### config.mk
export PLATFORM = sky130hd
export DESIGN_NAME = scan_test_ctrl
export DESIGN_NICKNAME = d
export VERILOG_FILES = /design/src/rtl/scan_test_ctrl.sv
export SDC_FILE = /design/constraint.sdc
export NUM_CORES = 1
export LEC_CHECK = 0
export CAP_MARGIN = 40
export CORE_ASPECT_RATIO = 2
export CORE_UTILIZATION = 49
export CTS_CLUSTER_DIAMETER = 60
export CTS_CLUSTER_SIZE = 24
export DETAILED_ROUTE_END_ITERATION = 10
export GPL_TIMING_DRIVEN = 0
export PLACE_DENSITY = 0.77
export SLEW_MARGIN = 10
export SYNTH_ARGS = -nofsm -noshare
export SYNTH_HDL_FRONTEND = slang
export SYNTH_SLANG_ARGS = --single-unit
### constraint.sdc
create_clock -name CK -period 5.5 [get_ports CK]
set_input_delay 1.65 -clock CK [delete_from_list [all_inputs] [get_ports CK]]
set_output_delay 1.65 -clock CK [all_outputs]
set_load 0.01 [all_outputs]
### src/rtl/scan_test_ctrl.sv
// Purpose : tester-side driver for one muxed-D scan chain plus the PIs/POs of a
//           circuit under test. Patterns arrive over valid/ready. Each pattern is
//           shifted in, captured for one cycle, then unloaded and compared while
//           the next pattern shifts in. A final flush unloads the last response.
// Latency : per pattern 1 LOAD cycle (no stall) + CHAIN_LEN SHIFT + 1 CAPTURE;
//           the last pattern adds CHAIN_LEN FLUSH cycles, then one DONE cycle.
// Backpressure: pat_ready is high only in LOAD. A missing pat_valid holds the
//           controller in LOAD with SE=0, so no scan data moves.
//
// Ports:
//   CK, RST_N            clock (rising edge) and synchronous active-low reset
//   start                begins a session; honoured only in IDLE/DONE
//   pat_valid/pat_ready  pattern handshake; pat_last marks the session's final pattern
//   pat_scan             scan state to load, bit i -> flop i
//   pat_pi               primary inputs applied for capture
//   exp_po, exp_scan     expected PO at capture and expected captured chain state
//   SE, SI, SO           scan enable, serial in, serial out (flop N-1)
//   PI, PO               primary inputs driven / primary outputs observed
//   busy, done, pass     session status; done pulses once, pass holds until next start
//   fail_cnt             failing patterns (saturating)
//   first_fail           index of first failing pattern, all-ones if none
//   pat_cnt              patterns captured this session
module scan_test_ctrl #(
  parameter int CHAIN_LEN = 3,
  parameter int NUM_PI    = 4,
  parameter int NUM_PO    = 1,
  parameter int CNT_W     = 16
) (
  input  logic                 CK,
  input  logic                 RST_N,
  input  logic                 start,
  input  logic                 pat_valid,
  output logic                 pat_ready,
  input  logic                 pat_last,
  input  logic [CHAIN_LEN-1:0] pat_scan,
  input  logic [NUM_PI-1:0]    pat_pi,
  input  logic [NUM_PO-1:0]    exp_po,
  input  logic [CHAIN_LEN-1:0] exp_scan,
  output logic                 SE,
  output logic                 SI,
  input  logic                 SO,
  output logic [NUM_PI-1:0]    PI,
  input  logic [NUM_PO-1:0]    PO,
  output logic                 busy,
  output logic                 done,
  output logic                 pass,
  output logic [CNT_W-1:0]     fail_cnt,
  output logic [CNT_W-1:0]     first_fail,
  output logic [CNT_W-1:0]     pat_cnt
);

  localparam int              BW       = (CHAIN_LEN > 1) ? $clog2(CHAIN_LEN) : 1;
  localparam logic [BW-1:0]   BIT_LAST = BW'(CHAIN_LEN - 1);
  localparam logic [CNT_W-1:0] CNT_MAX = '1;

  typedef enum logic [2:0] {
    S_IDLE,
    S_LOAD,
    S_SHIFT,
    S_CAPTURE,
    S_FLUSH,
    S_DONE
  } state_t;

  state_t                state_q, state_d;
  logic [BW-1:0]         bit_cnt_q, bit_cnt_d;
  // Shift-in data: MSB is presented on SI, register shifts left each SHIFT cycle,
  // so flop N-1's value goes out first and ends up deepest in the chain.
  logic [CHAIN_LEN-1:0]  si_sr_q, si_sr_d;
  logic                  last_q, last_d;
  logic [NUM_PO-1:0]     exp_po_q, exp_po_d;
  logic [CHAIN_LEN-1:0]  exp_scan_q, exp_scan_d;
  logic [NUM_PI-1:0]     pi_q, pi_d;
  // Response of the previously captured pattern, compared MSB-first against SO.
  logic [CHAIN_LEN-1:0]  cmp_sr_q, cmp_sr_d;
  logic                  pend_q, pend_d;
  logic                  pend_fail_q, pend_fail_d;
  logic [CNT_W-1:0]      pend_idx_q, pend_idx_d;
  logic [CNT_W-1:0]      pat_cnt_q, pat_cnt_d;
  logic [CNT_W-1:0]      fail_cnt_q, fail_cnt_d;
  logic [CNT_W-1:0]      first_fail_q, first_fail_d;
  logic                  pass_q, pass_d;
  logic                  done_q, done_d;

  logic                  unload_step;
  logic                  bit_bad;

  always_comb begin
    state_d      = state_q;
    bit_cnt_d    = bit_cnt_q;
    si_sr_d      = si_sr_q;
    last_d       = last_q;
    exp_po_d     = exp_po_q;
    exp_scan_d   = exp_scan_q;
    pi_d         = pi_q;
    cmp_sr_d     = cmp_sr_q;
    pend_d       = pend_q;
    pend_fail_d  = pend_fail_q;
    pend_idx_d   = pend_idx_q;
    pat_cnt_d    = pat_cnt_q;
    fail_cnt_d   = fail_cnt_q;
    first_fail_d = first_fail_q;
    pass_d       = pass_q;
    done_d       = 1'b0;
    pat_ready    = 1'b0;
    SE           = 1'b0;
    SI           = 1'b0;
    unload_step  = 1'b0;
    bit_bad      = 1'b0;

    case (state_q)
      S_IDLE, S_DONE: begin
        if (start) begin
          state_d      = S_LOAD;
          pat_cnt_d    = '0;
          fail_cnt_d   = '0;
          first_fail_d = '1;
          pass_d       = 1'b0;
          pend_d       = 1'b0;
          pend_fail_d  = 1'b0;
        end else if (state_q == S_DONE) begin
          state_d = S_IDLE;
        end
      end

      S_LOAD: begin
        pat_ready = 1'b1;
        if (pat_valid) begin
          si_sr_d    = pat_scan;
          pi_d       = pat_pi;
          exp_po_d   = exp_po;
          exp_scan_d = exp_scan;
          last_d     = pat_last;
          bit_cnt_d  = '0;
          state_d    = S_SHIFT;
        end
      end

      S_SHIFT: begin
        SE          = 1'b1;
        SI          = si_sr_q[CHAIN_LEN-1];
        si_sr_d     = si_sr_q << 1;
        unload_step = 1'b1;
        if (bit_cnt_q == BIT_LAST) begin
          state_d = S_CAPTURE;
        end else begin
          bit_cnt_d = bit_cnt_q + 1'b1;
        end
      end

      S_CAPTURE: begin
        // The previous response was fully unloaded in SHIFT, so the compare
        // registers are free to take this pattern's expectation.
        pat_cnt_d   = pat_cnt_q + 1'b1;
        pend_d      = 1'b1;
        pend_fail_d = (PO != exp_po_q);
        pend_idx_d  = pat_cnt_q;
        cmp_sr_d    = exp_scan_q;
        bit_cnt_d   = '0;
        state_d     = last_q ? S_FLUSH : S_LOAD;
      end

      S_FLUSH: begin
        SE          = 1'b1;
        unload_step = 1'b1;
        if (bit_cnt_q == BIT_LAST) begin
          state_d = S_DONE;
          done_d  = 1'b1;
        end else begin
          bit_cnt_d = bit_cnt_q + 1'b1;
        end
      end

      default: begin
        state_d = S_IDLE;
      end
    endcase

    // Unload compare shared by SHIFT and FLUSH. The fail flag accumulates over
    // the whole pattern so a pattern with several bad bits counts once.
    if (unload_step && pend_q) begin
      bit_bad  = (SO != cmp_sr_q[CHAIN_LEN-1]);
      cmp_sr_d = cmp_sr_q << 1;
      if (bit_cnt_q == BIT_LAST) begin
        pend_d      = 1'b0;
        pend_fail_d = 1'b0;
        if (pend_fail_q || bit_bad) begin
          if (fail_cnt_q != CNT_MAX) begin
            fail_cnt_d = fail_cnt_q + 1'b1;
          end
          if (fail_cnt_q == '0) begin
            first_fail_d = pend_idx_q;
          end
        end
      end else begin
        pend_fail_d = pend_fail_q | bit_bad;
      end
    end

    // Verdict uses the count including the final unloaded pattern.
    if (state_q == S_FLUSH && bit_cnt_q == BIT_LAST) begin
      pass_d = (fail_cnt_d == '0);
    end
  end

  always_ff @(posedge CK) begin
    if (!RST_N) begin
      state_q      <= S_IDLE;
      bit_cnt_q    <= '0;
      si_sr_q      <= '0;
      last_q       <= 1'b0;
      exp_po_q     <= '0;
      exp_scan_q   <= '0;
      pi_q         <= '0;
      cmp_sr_q     <= '0;
      pend_q       <= 1'b0;
      pend_fail_q  <= 1'b0;
      pend_idx_q   <= '0;
      pat_cnt_q    <= '0;
      fail_cnt_q   <= '0;
      first_fail_q <= '1;
      pass_q       <= 1'b0;
      done_q       <= 1'b0;
    end else begin
      state_q      <= state_d;
      bit_cnt_q    <= bit_cnt_d;
      si_sr_q      <= si_sr_d;
      last_q       <= last_d;
      exp_po_q     <= exp_po_d;
      exp_scan_q   <= exp_scan_d;
      pi_q         <= pi_d;
      cmp_sr_q     <= cmp_sr_d;
      pend_q       <= pend_d;
      pend_fail_q  <= pend_fail_d;
      pend_idx_q   <= pend_idx_d;
      pat_cnt_q    <= pat_cnt_d;
      fail_cnt_q   <= fail_cnt_d;
      first_fail_q <= first_fail_d;
      pass_q       <= pass_d;
      done_q       <= done_d;
    end
  end

  assign PI         = pi_q;
  assign busy       = (state_q == S_LOAD) || (state_q == S_SHIFT) ||
                      (state_q == S_CAPTURE) || (state_q == S_FLUSH);
  assign done       = done_q;
  assign pass       = pass_q;
  assign fail_cnt   = fail_cnt_q;
  assign first_fail = first_fail_q;
  assign pat_cnt    = pat_cnt_q;

endmodule
==> flow_metrics.tcl <==
set metrics [dict create \
    max_cap_violations 0 \
    postSynth.topFlopCell "dfxtp_1" \
    synthTopCellsByCount "nand2_1, dfxtp_1, nor2_1" \
    die_h_um 132 \
    finClkSkew_ps 6.70 \
    power_leakage_nw 1.83 \
    power.internal_mw 1.04 \
    cp.arrival_ps 2130 \
    ctsResizeCount 0 \
    viasPerCell 5.79 \
    whs_path_depth 2 \
    row_count 47 \
    die_x_um 66.9 \
    finalPower_mw 1.36 \
    cts_max_level 3 \
    cts_max_path_buffers 2 \
    final_area_um2 5300 \
    ioPinCount 76 \
    rsz0062_at_grt "false" \
    netSwitchingFraction_pct 23.5 \
    min_period_ps 3780 \
    num_antenna_cells 0 \
    vias 4185 \
    path_class "reg -> out" \
    maxClockFrequency_mhz 265 \
    finalSetupViolations 0 \
    core_um2 8230 \
    startpoint_type "flip-flop" \
    power_frac_comb_pct 6.9 \
    grt_pass1_wl_um 18900 \
    postSynthCellCount 535 \
    grt_overflow 0 \
    fin_crit_sh_pct 68.7 \
    synth_edf_count 0 \
    critical_path_required_ps 3850 \
    dieArea_um2 8820 \
    clk_pin_slew_ps 70 \
    tritoncts "built" \
    powerDensity_nw_per_um2 258 \
    first_pass_iters 5 \
    ys_ff_latch 88 \
    reg2regPathDepth 12 \
    fin_tns_setup_ps 0 \
    syn-num-nets 557 \
    antenna_found_initial 0 \
    synth.largest_area_cell "dfxtp_1" \
    grt_max_degree 16 \
    globalplace.congestion 0.950 \
    wl_um 11600 \
    p_seq_share_pct 47.5 \
    yosys_warnings 0 \
    cts_buffers 9 \
    ys_seq_area_share_pct 42.7 \
    drc 0 \
    power.share.clock_pct 45.6 \
    fin_cells 723 \
    cts-hold-fix-buffers 0 \
    dpl_cell_area_um2 4990 \
    power_switching_mw 0.320 \
    synth.area.top_cells "dfxtp_1, nand2_1, a21oi_1" \
    port-buffer-count 74 \
    synth_cell_types 58 \
    synth.cell_area_um2 4130 \
    track_usage_pct 28.1 \
    maxSlewViolCount 0 \
    finish.utilization_pct 64.3 \
    clock_sinks 88 \
    hold_class "reg -> reg" \
    finalHoldViolCount 0 \
    relSlewSlack_pct 57.7 \
    cts_setup_buffers 0 \
    place_inst 707 \
    worstMarginPinSlew_ps 634 \
    post-dp-hpwl_um 8690 \
    final_antenna_net_count 0 \
    clkLatencyLatePin_ps 340 \
    critPathCaptureType "output port" \
    crit_fanout 10 \
    ir_drop_mv 0.193 \
    synth_top_area_share_pct 42.7 \
    syn2layout_area_growth_pct 28.3 \
    cts-root-buf "clkbuf_16" \
    yosysMostFrequentCell "nand2_1" \
    first_iter_violations 314 \
    initial_utilization_pct 50.2 \
    async_flop_share_pct 0 \
    nets 642 \
    status "completed" \
    drive_above_1_share_pct 5.92 \
    avgRoutedWirePerCell_um 16.1 \
    avgSynthCellArea_um2 7.72 \
    grt_pass1_vias 3955 \
]
-- layout by cell type (no fill, tap or decap), types with 3 or more instances in the layout --
master,count
nor3_1,30
nor3b_1,3
or3_1,6
nand3_1,22
o2111ai_1,3
xnor2_1,9
a31oi_1,3
o21ai_1,3
clkbuf_1,33
ha_1,4
clkbuf_16,9
or2_2,6
nand4_1,9
nor2_1,55
o21ai_0,27
mux2_2,3
inv_1,10
a311oi_1,5
nor2b_1,4
nor4_1,5
a21oi_1,54
nand2_1,94
and2_1,6
and3_1,4
dfxtp_1,88
clkdlybuf4s50_1,74
o211ai_1,4
and4_1,4
-- power groups by stage --
| stage | registers [mW] | logic (mW) | clock network [mW] |
|---|---|---|---|
| 2_1_floorplan | 0.662 | 0.0529 | 0 |
| 3_3_place_gp | 0.663 | 0.0920 | 0 |
| 3_5_place_dp | 0.663 | 0.0934 | 0 |
| 4_1_cts | 0.649 | 0.0938 | 0.632 |
| 5_1_grt | 0.649 | 0.103 | 0.657 |
| 6_report | 0.649 | 0.0936 | 0.622 |
-- stage by stage --
step | setup WS (ps) | hold slack (ps)
after global placement | 1530 | 441
final | 1720 | 455
after floorplan | 2330 | 428
after CTS | 1730 | 455
after detailed placement | 1550 | 446
after global routing | 1630 | 475
-- critical path, cell delays in order, from the launching register on --
cell and delay [ps]:
dfxtp_1 480, clkbuf_1 330, nor3b_1 370, clkdlybuf4s50_1 610
-- routing by layer --
layer	vias up	part of all wire (%)	global-route usage, %
met1	1949	38	31.7
met4	0	4.5	17.3
li1	2052	-	-
met3	36	5.0	4.07
met2	148	53	47.7
met5	-	0	0
-- final cells by class --
cell class,instances,area [um^2]
plain buffers,38,154
clock buffers,10,239
clock inverters,6,66.3
fillers,750,2940
inverters,10,37.5
multi-input cells,399,2180
flip-flops and latches,88,1760
well taps,98,123
repair buffers,74,741
-- path summary, 6_finish.rpt --
kind                startpoint  slack [ps]         to
setup / recovery    state_q[0]        1720  pat_ready
setup reg to reg  bit_cnt_q[0]        2580       pass
hold reg to reg          PI[3]         450      PI[3]
hold / removal           PI[3]         450      PI[3]
-- registers in the layout (all words and copies together) (netlist names) --
register and cells:
exp_scan_q 3, done 1, exp_po_q 1, pend_q 1, pass 1, PI 4, cmp_sr_q 3, last_q 1
pend_fail_q 1, fail_cnt 16, first_fail 16, bit_cnt_q 2, pat_cnt 16, state_q 3, si_sr_q 3, pend_idx_q 16
-- cell families after synthesis --
| family | after synthesis | share of synthesized area (%) |
|---|---|---|
| AOI/OAI and AO/OA | 120 | 17.8 |
| adders and majority gates | 4 | 1.21 |
| DFF | 88 | 42.7 |
| muxes | 5 | 1.30 |
| xor gates and xnor gates | 9 | 1.91 |
| buffers and inverters | 48 | 4.64 |
| and+or+nand+nor | 261 | 30.5 |
Power figures use the tool's default switching activity.
